$ cat src/rtl/uart_tx.sv
// 8-bit UART transmitter: start bit, 8 data bits LSB first, optional parity, stop bit.
// All outputs are registered; reset returns the line to idle-high immediately.
module uart_tx #(
    parameter int CLKS_PER_BIT = 434,
    parameter int PARITY       = 0
) (
    input  logic       clk_50,
    input  logic       reset,
    input  logic       tx_dv,
    input  logic [7:0] tx_byte,
    output logic       tx_serial,
    output logic       tx_ready,
    output logic       tx_active,
    output logic       tx_done
);

    if (PARITY < 0 || PARITY > 2) begin : g_bad_parity
        $error("uart_tx: PARITY must be 0 (none), 1 (even) or 2 (odd)");
    end

    if (CLKS_PER_BIT < 2 || CLKS_PER_BIT > 65535) begin : g_bad_cpb
        $error("uart_tx: CLKS_PER_BIT must be in 2..65535");
    end

    localparam int BW = $clog2(CLKS_PER_BIT);
    localparam logic [BW-1:0] BAUD_MAX = BW'(CLKS_PER_BIT - 1);

    localparam logic [2:0] S_IDLE   = 3'd0;
    localparam logic [2:0] S_START  = 3'd1;
    localparam logic [2:0] S_DATA   = 3'd2;
    localparam logic [2:0] S_PARITY = 3'd3;
    localparam logic [2:0] S_STOP   = 3'd4;

    logic [2:0]    state_q, state_d;
    logic [BW-1:0] baud_q, baud_d;
    logic [2:0]    bit_q, bit_d;
    logic [7:0]    shift_q, shift_d;
    logic          par_q, par_d;
    logic          serial_q, serial_d;
    logic          ready_q, ready_d;
    logic          active_q, active_d;
    logic          done_q, done_d;
    logic          bit_end;

    assign bit_end = (baud_q == BAUD_MAX);

    // Next-state, counters and datapath
    always_comb begin
        state_d = state_q;
        baud_d  = baud_q;
        bit_d   = bit_q;
        shift_d = shift_q;
        par_d   = par_q;
        unique case (state_q)
            S_IDLE: begin
                baud_d = '0;
                bit_d  = '0;
                if (tx_dv) begin
                    shift_d = tx_byte;
                    par_d   = (PARITY == 2) ? ~(^tx_byte) : (^tx_byte);
                    state_d = S_START;
                end
            end
            S_START: begin
                if (bit_end) begin
                    baud_d  = '0;
                    state_d = S_DATA;
                end else begin
                    baud_d = baud_q + 1'b1;
                end
            end
            S_DATA: begin
                if (bit_end) begin
                    baud_d  = '0;
                    shift_d = shift_q >> 1;
                    if (bit_q == 3'd7) begin
                        bit_d   = '0;
                        state_d = (PARITY != 0) ? S_PARITY : S_STOP;
                    end else begin
                        bit_d = bit_q + 3'd1;
                    end
                end else begin
                    baud_d = baud_q + 1'b1;
                end
            end
            S_PARITY: begin
                if (bit_end) begin
                    baud_d  = '0;
                    state_d = S_STOP;
                end else begin
                    baud_d = baud_q + 1'b1;
                end
            end
            S_STOP: begin
                if (bit_end) begin
                    baud_d  = '0;
                    state_d = S_IDLE;
                end else begin
                    baud_d = baud_q + 1'b1;
                end
            end
            default: begin
                baud_d  = '0;
                bit_d   = '0;
                state_d = S_IDLE;
            end
        endcase
    end

    // Outputs are decoded from the next state so they register in step with it
    always_comb begin
        serial_d = 1'b1;
        unique case (state_d)
            S_START:  serial_d = 1'b0;
            S_DATA:   serial_d = shift_d[0];
            S_PARITY: serial_d = par_d;
            default:  serial_d = 1'b1;
        endcase
        ready_d  = (state_d == S_IDLE);
        active_d = (state_d != S_IDLE);
        done_d   = (state_q == S_STOP) && (state_d == S_IDLE);
    end

    always_ff @(posedge clk_50 or posedge reset) begin
        if (reset) begin
            state_q  <= S_IDLE;
            baud_q   <= '0;
            bit_q    <= '0;
            shift_q  <= '0;
            par_q    <= 1'b0;
            serial_q <= 1'b1;
            ready_q  <= 1'b1;
            active_q <= 1'b0;
            done_q   <= 1'b0;
        end else begin
            state_q  <= state_d;
            baud_q   <= baud_d;
            bit_q    <= bit_d;
            shift_q  <= shift_d;
            par_q    <= par_d;
            serial_q <= serial_d;
            ready_q  <= ready_d;
            active_q <= active_d;
            done_q   <= done_d;
        end
    end

    assign tx_serial = serial_q;
    assign tx_ready  = ready_q;
    assign tx_active = active_q;
    assign tx_done   = done_q;

endmodule
$ cat config.mk
export PLATFORM = sky130hd
export DESIGN_NAME = uart_tx
export DESIGN_NICKNAME = d
export VERILOG_FILES = /design/src/rtl/uart_tx.sv
export SDC_FILE = /design/constraint.sdc
export NUM_CORES = 1
export LEC_CHECK = 0
export ABC_AREA = 1
export BUFFER_PORTS_ARGS = -buffer_cell sky130_fd_sc_hd__buf_2
export CAP_MARGIN = 30
export CELL_PAD_IN_SITES_DETAIL_PLACEMENT = 2
export CELL_PAD_IN_SITES_GLOBAL_PLACEMENT = 2
export CORE_UTILIZATION = 38
export CTS_BUF_LIST = sky130_fd_sc_hd__clkbuf_8
export DETAILED_ROUTE_END_ITERATION = 8
export PLACE_DENSITY_LB_ADDON = 0.12
export SLEW_MARGIN = 20
export SYNTH_ARGS = -nofsm -noshare
export SYNTH_HDL_FRONTEND = slang
export SYNTH_SLANG_ARGS = --single-unit
$ cat constraint.sdc
create_clock -name clk_50 -period 2.2 [get_ports clk_50]
set_clock_uncertainty 0.05 [all_clocks]
set_input_delay 0.11 -clock clk_50 [delete_from_list [all_inputs] [get_ports clk_50]]
set_output_delay 0.11 -clock clk_50 [all_outputs]
set_load 0.05 [all_outputs]
======== Yosys cells after proc, flatten, opt, wreduce, memory -nomap -nowiden ========
Index checks and enable logic that the tools add are counted.
cells by class
  equal/unequal tests ..................... 11
  reductions and logical operators ........ 10
  add/sub/neg operators ................... 2
  multiplexer cells ....................... 18
  bitwise gates (word level) .............. 1
operator list
  operator                                                          number
  3-bit two-way mux                                                 8
  9-bit two-way mux                                                 2
  8-bit two-way mux                                                 2
  8-bit case mux with 2 select lines                                1
  3-bit case mux with 5 select lines                                1
  3-bit by 2-bit == test with 1-bit output (second input constant)  4
  9-bit by 1-bit adder with 9-bit output (second input constant)    1
  9-bit == test (second input constant)                             1
  8-bit parity                                                      1
  3-bit by 1-bit == test with 1-bit output (second input constant)  2
  3-bit == test (second input constant)                             2
  3-bit logical NOT                                                 2
  3-bit case mux with 2 select lines                                1
  2-bit inequality test (second input constant)                     2
  4-bit OR reduction                                                1
  3-bit by 1-bit adder with 3-bit output (second input constant)    1
  1-bit case mux with 3 select lines                                1
  3-bit AND reduction                                               1
  3-bit nonzero test                                                1
  3-bit OR reduction                                                1
  1-bit two-way mux                                                 2
  2-bit AND reduction                                               1
  2-bit nonzero test                                                1
  1-bit logical AND                                                 1
  1-bit NOT                                                         1
storage, ports and cells
  input bits .............................. 11
  logic and storage cells ................. 52
  register bits ........................... 28

======== Depth between registers and ports, before layout ========
  depth in word-level cells ............... 6
  depth in mapped cells ................... 11
  mapped depth without buffers ............ 11

======== Worst setup path before layout ========
OpenSTA, ideal clock, no wires.
  path type ............................... register to register
  start point ............................. register baud_q[1]
  end point ............................... register done_q (netlist: tx_done)
  path slack .............................. 0.805 ns
  stages on the path, launching flop included .. 11
  period minus slack after synthesis ...... 1.395 ns
  setup time .............................. 0.069 ns
  buffers on the path ..................... 0
  required time ........................... 2.081 ns
  arrival time ............................ 1.276 ns
  path through ............................ dfrtp_1 inv_1 ha_1 nand2_1 nor2_4 nand2_4 o21ai_2 nand3_2 nor2_2 nand2_2 nor2_2
on the way
  cells in the longest elaborated chain, start to end .. 5
ends and longest elaborated chain
  item                                         RTL line  RTL
  from (decl)                                  35        logic [BW-1:0] baud_q, baud_d;
  from (signal assigned)                       137       baud_q <= baud_d;
  9-bit == test *                              45        assign bit_end = (baud_q == BAUD_MAX);
  3-bit two-way mux, on equally long branches  --
  3-bit case mux with 5 select lines *         54        unique case (state_q)
  net state_d[1]                               34        logic [2:0] state_q, state_d;
  3-bit logical NOT *                          121       done_d = (state_q == S_STOP) && (state_d == S_IDLE);
  1-bit logical AND *                          121
  net done_d                                   42        logic done_q, done_d;
  to (signal assigned)                         144       done_q <= done_d;
  to (decl)                                    42
The timed path passes the listed nets; every way through them passes the cells marked *.
A chain may end at the register's enable or synchronous reset.

======== Final worst setup path ========
  start point ............................. register state_q[2]
  end point ............................... register serial_q (netlist: tx_serial)
RTL lines
  item                                                                                  RTL line  RTL
  from (decl)                                                                           34
  from (signal assigned)                                                                136       state_q <= state_d;
  3-bit by 2-bit == test with 1-bit output / 3-bit logical NOT (equally long branches)  54
  8-bit case mux with 2 select lines *                                                  54
  net shift_d[0]                                                                        37        logic [7:0] shift_q, shift_d;
  1-bit case mux with 3 select lines *                                                  113       unique case (state_d)
  net serial_d                                                                          39        logic serial_q, serial_d;
  to (signal assigned)                                                                  141       serial_q <= serial_d;
  to (decl)                                                                             39
Marked as above.

==> results by group <==
GRT
  • Vias in the first global route: 1,512
  • Largest net degree at the start of global routing: 29
  • Initial antenna violation count: 0
  • First-pass GRT wire length: 6.82 mm
  • Gr usage total: 0.206
  • Grt ovf: 0

Clock network
  • H-Tree Level Count: 1
  • Clk pin slew, worst setup/hold paths: 0.10 ns
  • CTS Buffer Depth: 2
  • Postcts setup bufs: 0
  • Clock Latency Late Sink: 0.28 ns
  • TritonCTS Buffers: 3
  • Clk sinks: 28
  • Clock Root Buffer: clkbuf_8
  • CTS tree: done

Critical path
  • CP delay by family, top: simple AND/OR/NAND/NOR gates
  • CP Capture Type: register
  • CP Launch Type: register
  • CP max-delay cell: dfrtp_1
  • Critical path class: register to register
  • CP Max Fanout: 16
  • Worst Path Required: 2.37 ns
  • WP data arrival: 1.92 ns
  • Most used cell along the critical path: nand2_1
  • Crit path cell chain: inv_1 > nand2_1 > nor2_4 > nand2_1 > nand2_2 > nand2_1 > nand3_1 > nand2_1 > nand3_1
  • Max stage delay on crit path: 0.40 ns
  • CP bufs+invs: 1

Yosys
  • Cell area after synthesis: 0.00158 mm2
  • Yosys warnings: 0
  • Register area share after synthesis: 0.445
  • Primary FF master, synth: dfrtp_1
  • Top-count cell post-synth: nand2_1
  • Post-Syn Area per Cell: 7.78 um2
  • Syn Inst Count: 203
  • Post-synth top area cell: dfrtp_1
  • Synth area leaders: dfrtp_1, nand2_1, inv_1
  • Synth top area share: 0.412
  • Top cells by count, synth: nand2_1, inv_1, dfrtp_1
  • Number of flops mapped to enable cells by yosys: 0
  • Yosys reg bits: 28
  • Post-synth net total: 218
  • Async S/R FF share, synth: 1.00
  • Cell variety after synth: 30

Place
  • IO Port Bufs: 14
  • DPL Wire Length: 3.19 mm
  • Routability cong.: 0.756

STA
  • Worst slew pin tran: 0.532 ns
  • Final setup vio count: 0
  • Final Hold Viols: 0
  • Max Fclk: 572 MHz
  • Crit path time final: 1.75 ns
  • Slew margin rel.: 0.643
  • Fin Setup TNS: 0 ns
  • RSZ-0062 raised after global routing: false
  • Final worst path period share: 0.795
  • Slew Limit Fails: 0

Final layout
  • Area Overhead vs Synth: 12.5%
  • Number of diodes: 0
  • Layout net count: 238
  • Fill count: 476
  • Layout cells sized above 1: 0.167

Routing
  • WL met3: 41 um
  • Total number of vias: 1,377
  • Metal2 WL: 2.28 mm
  • DRC violations left: 0
  • Vias/cell: 5.06
  • Met1 WL: 1.61 mm
  • Top Layer Used: met4
  • WL final: 4.00 mm
  • Pre-antenna DRT Iters: 3
  • Drt wl/cell: 14.7 um
  • DRT antenna net count: 0
  • Starting DRT DRC Count: 20

Power and ir drop
  • PD cells: 754 mW/mm2
  • Leakage: 0.000950 uW
  • Max VDD drop: 0.280 mV
  • Tot Pwr: 1340 uW

Die
  • Initial core utilization: 0.395
  • I/O pin count: 15
  • Die Footprint: 0.00442 mm2
  • Std cell rows: 23
  • Core box area: 0.00400 mm2
  • Die Wd: 66.5 um
  • Die height: 66.5 um

Worst hold path
  • Hold WC Path Type: input port to register

Job
  • Max-cap viol count: 0

Status
  • Outcome: finished, final reports clean
-- cell type report --
class	instances	area [um2]	share of cell area
multi-input cells	141	744	0.419
flip-flops and latches	28	703	0.396
inverters	33	124	0.0697
repair buffers	16	87.6	0.0493
well taps	50	62.6	0.0352
clock buffers	4	55.1	0.0310
-- worst min-delay path, stage by stage --
cell      delay, ns
buf_2          0.11
inv_1          0.07
o211ai_1       0.09
-- layer usage --
| layer | GRT usage | vias up |
|---|---|---|
| met3 | 0.0103 | 5 |
| li1 | - | 677 |
| met5 | 0 | - |
| met1 | 0.216 | 681 |
| met2 | 0.420 | 14 |
| met4 | 0.0798 | 0 |
-- layout by cell type, fill, tap and decap left out, drive strengths merged --
master,instances
nor3b,2
dfstp,2
clkbuf,4
nand4,4
a21boi,1
o211ai,7
nor4,1
inv,33
nor3,2
ha,4
and3,1
a31oi,1
xor2,2
nand3,18
buf,15
dfrtp,26
a21oi,3
nor2,22
o21ai,6
dlygate4sd3,1
nand2,64
xnor2,2
or2,1
-- logic make-up (layout without fill, tap and decap cells) --
family | Yosys count | in the layout | share of synthesized area
adder cells (fa/ha/maj) | 4 | 4 | 0.0317
AO/OA/AOI/OAI | 18 | 18 | 0.0729
buffers and inverters | 34 | 53 | 0.0832
flip-flops | 28 | 28 | 0.445
AND/OR/NAND/NOR | 115 | 115 | 0.345
XOR/XNOR | 4 | 4 | 0.0222
-- repair_timing --
item / in CTS / in global routing
hold buffers: 1 / 0
gates resized for setup: 0 / 0
endpoints found under the hold margin: 26 / 0
-- power by group --
part | leakage (uW) | switching (uW) | internal [uW] | total, uW
Combinational | 0.000570 | 197 | 120 | 318
Clock | 0.0000288 | 161 | 161 | 322
Sequential | 0.000351 | 77.0 | 623 | 700
Total | 0.000950 | 436 | 904 | 1340
-- sequential cells by signal, indices dropped and copies added (netlist names) --
signal     flops
shift_q        8
tx_active      1
tx_done        1
baud_q         9
state_q        3
tx_ready       1
bit_q          3
par_q          1
tx_serial      1
-- final timing paths --
path | start | endpoint | slack, ns | cells past startpoint
max | state_q[2] | tx_serial | 0.45 | 9
max reg2reg | state_q[2] | tx_serial | 0.45 | 9
max in group asynchronous | reset | tx_serial | 1.39 | 4
min in group asynchronous | reset | baud_q[5] | 0.40 | 4
min | tx_byte[5] | shift_q[5] | 0.09 | 3
min reg2reg | shift_q[0] | shift_q[0] | 0.45 | 2
-- through the flow --
step / setup slack [ns] / cells / hold slack (ns) / cell area, um2 / util
CTS: 0.424 / 272 / 0.0918 / 1780 / 0.444
global route: 0.303 / 272 / 0.108 / 1780 / 0.444
detailed placement: 0.464 / 267 / 0.148 / 1710 / 0.428
finish: 0.450 / 272 / 0.0917 / 1780 / 0.444
floorplan: 0.805 / 203 / 0.124 / 1580 / -
global placement: 0.582 / 267 / 0.133 / 1710 / 0.428
(Power assumes the default switching activity.)
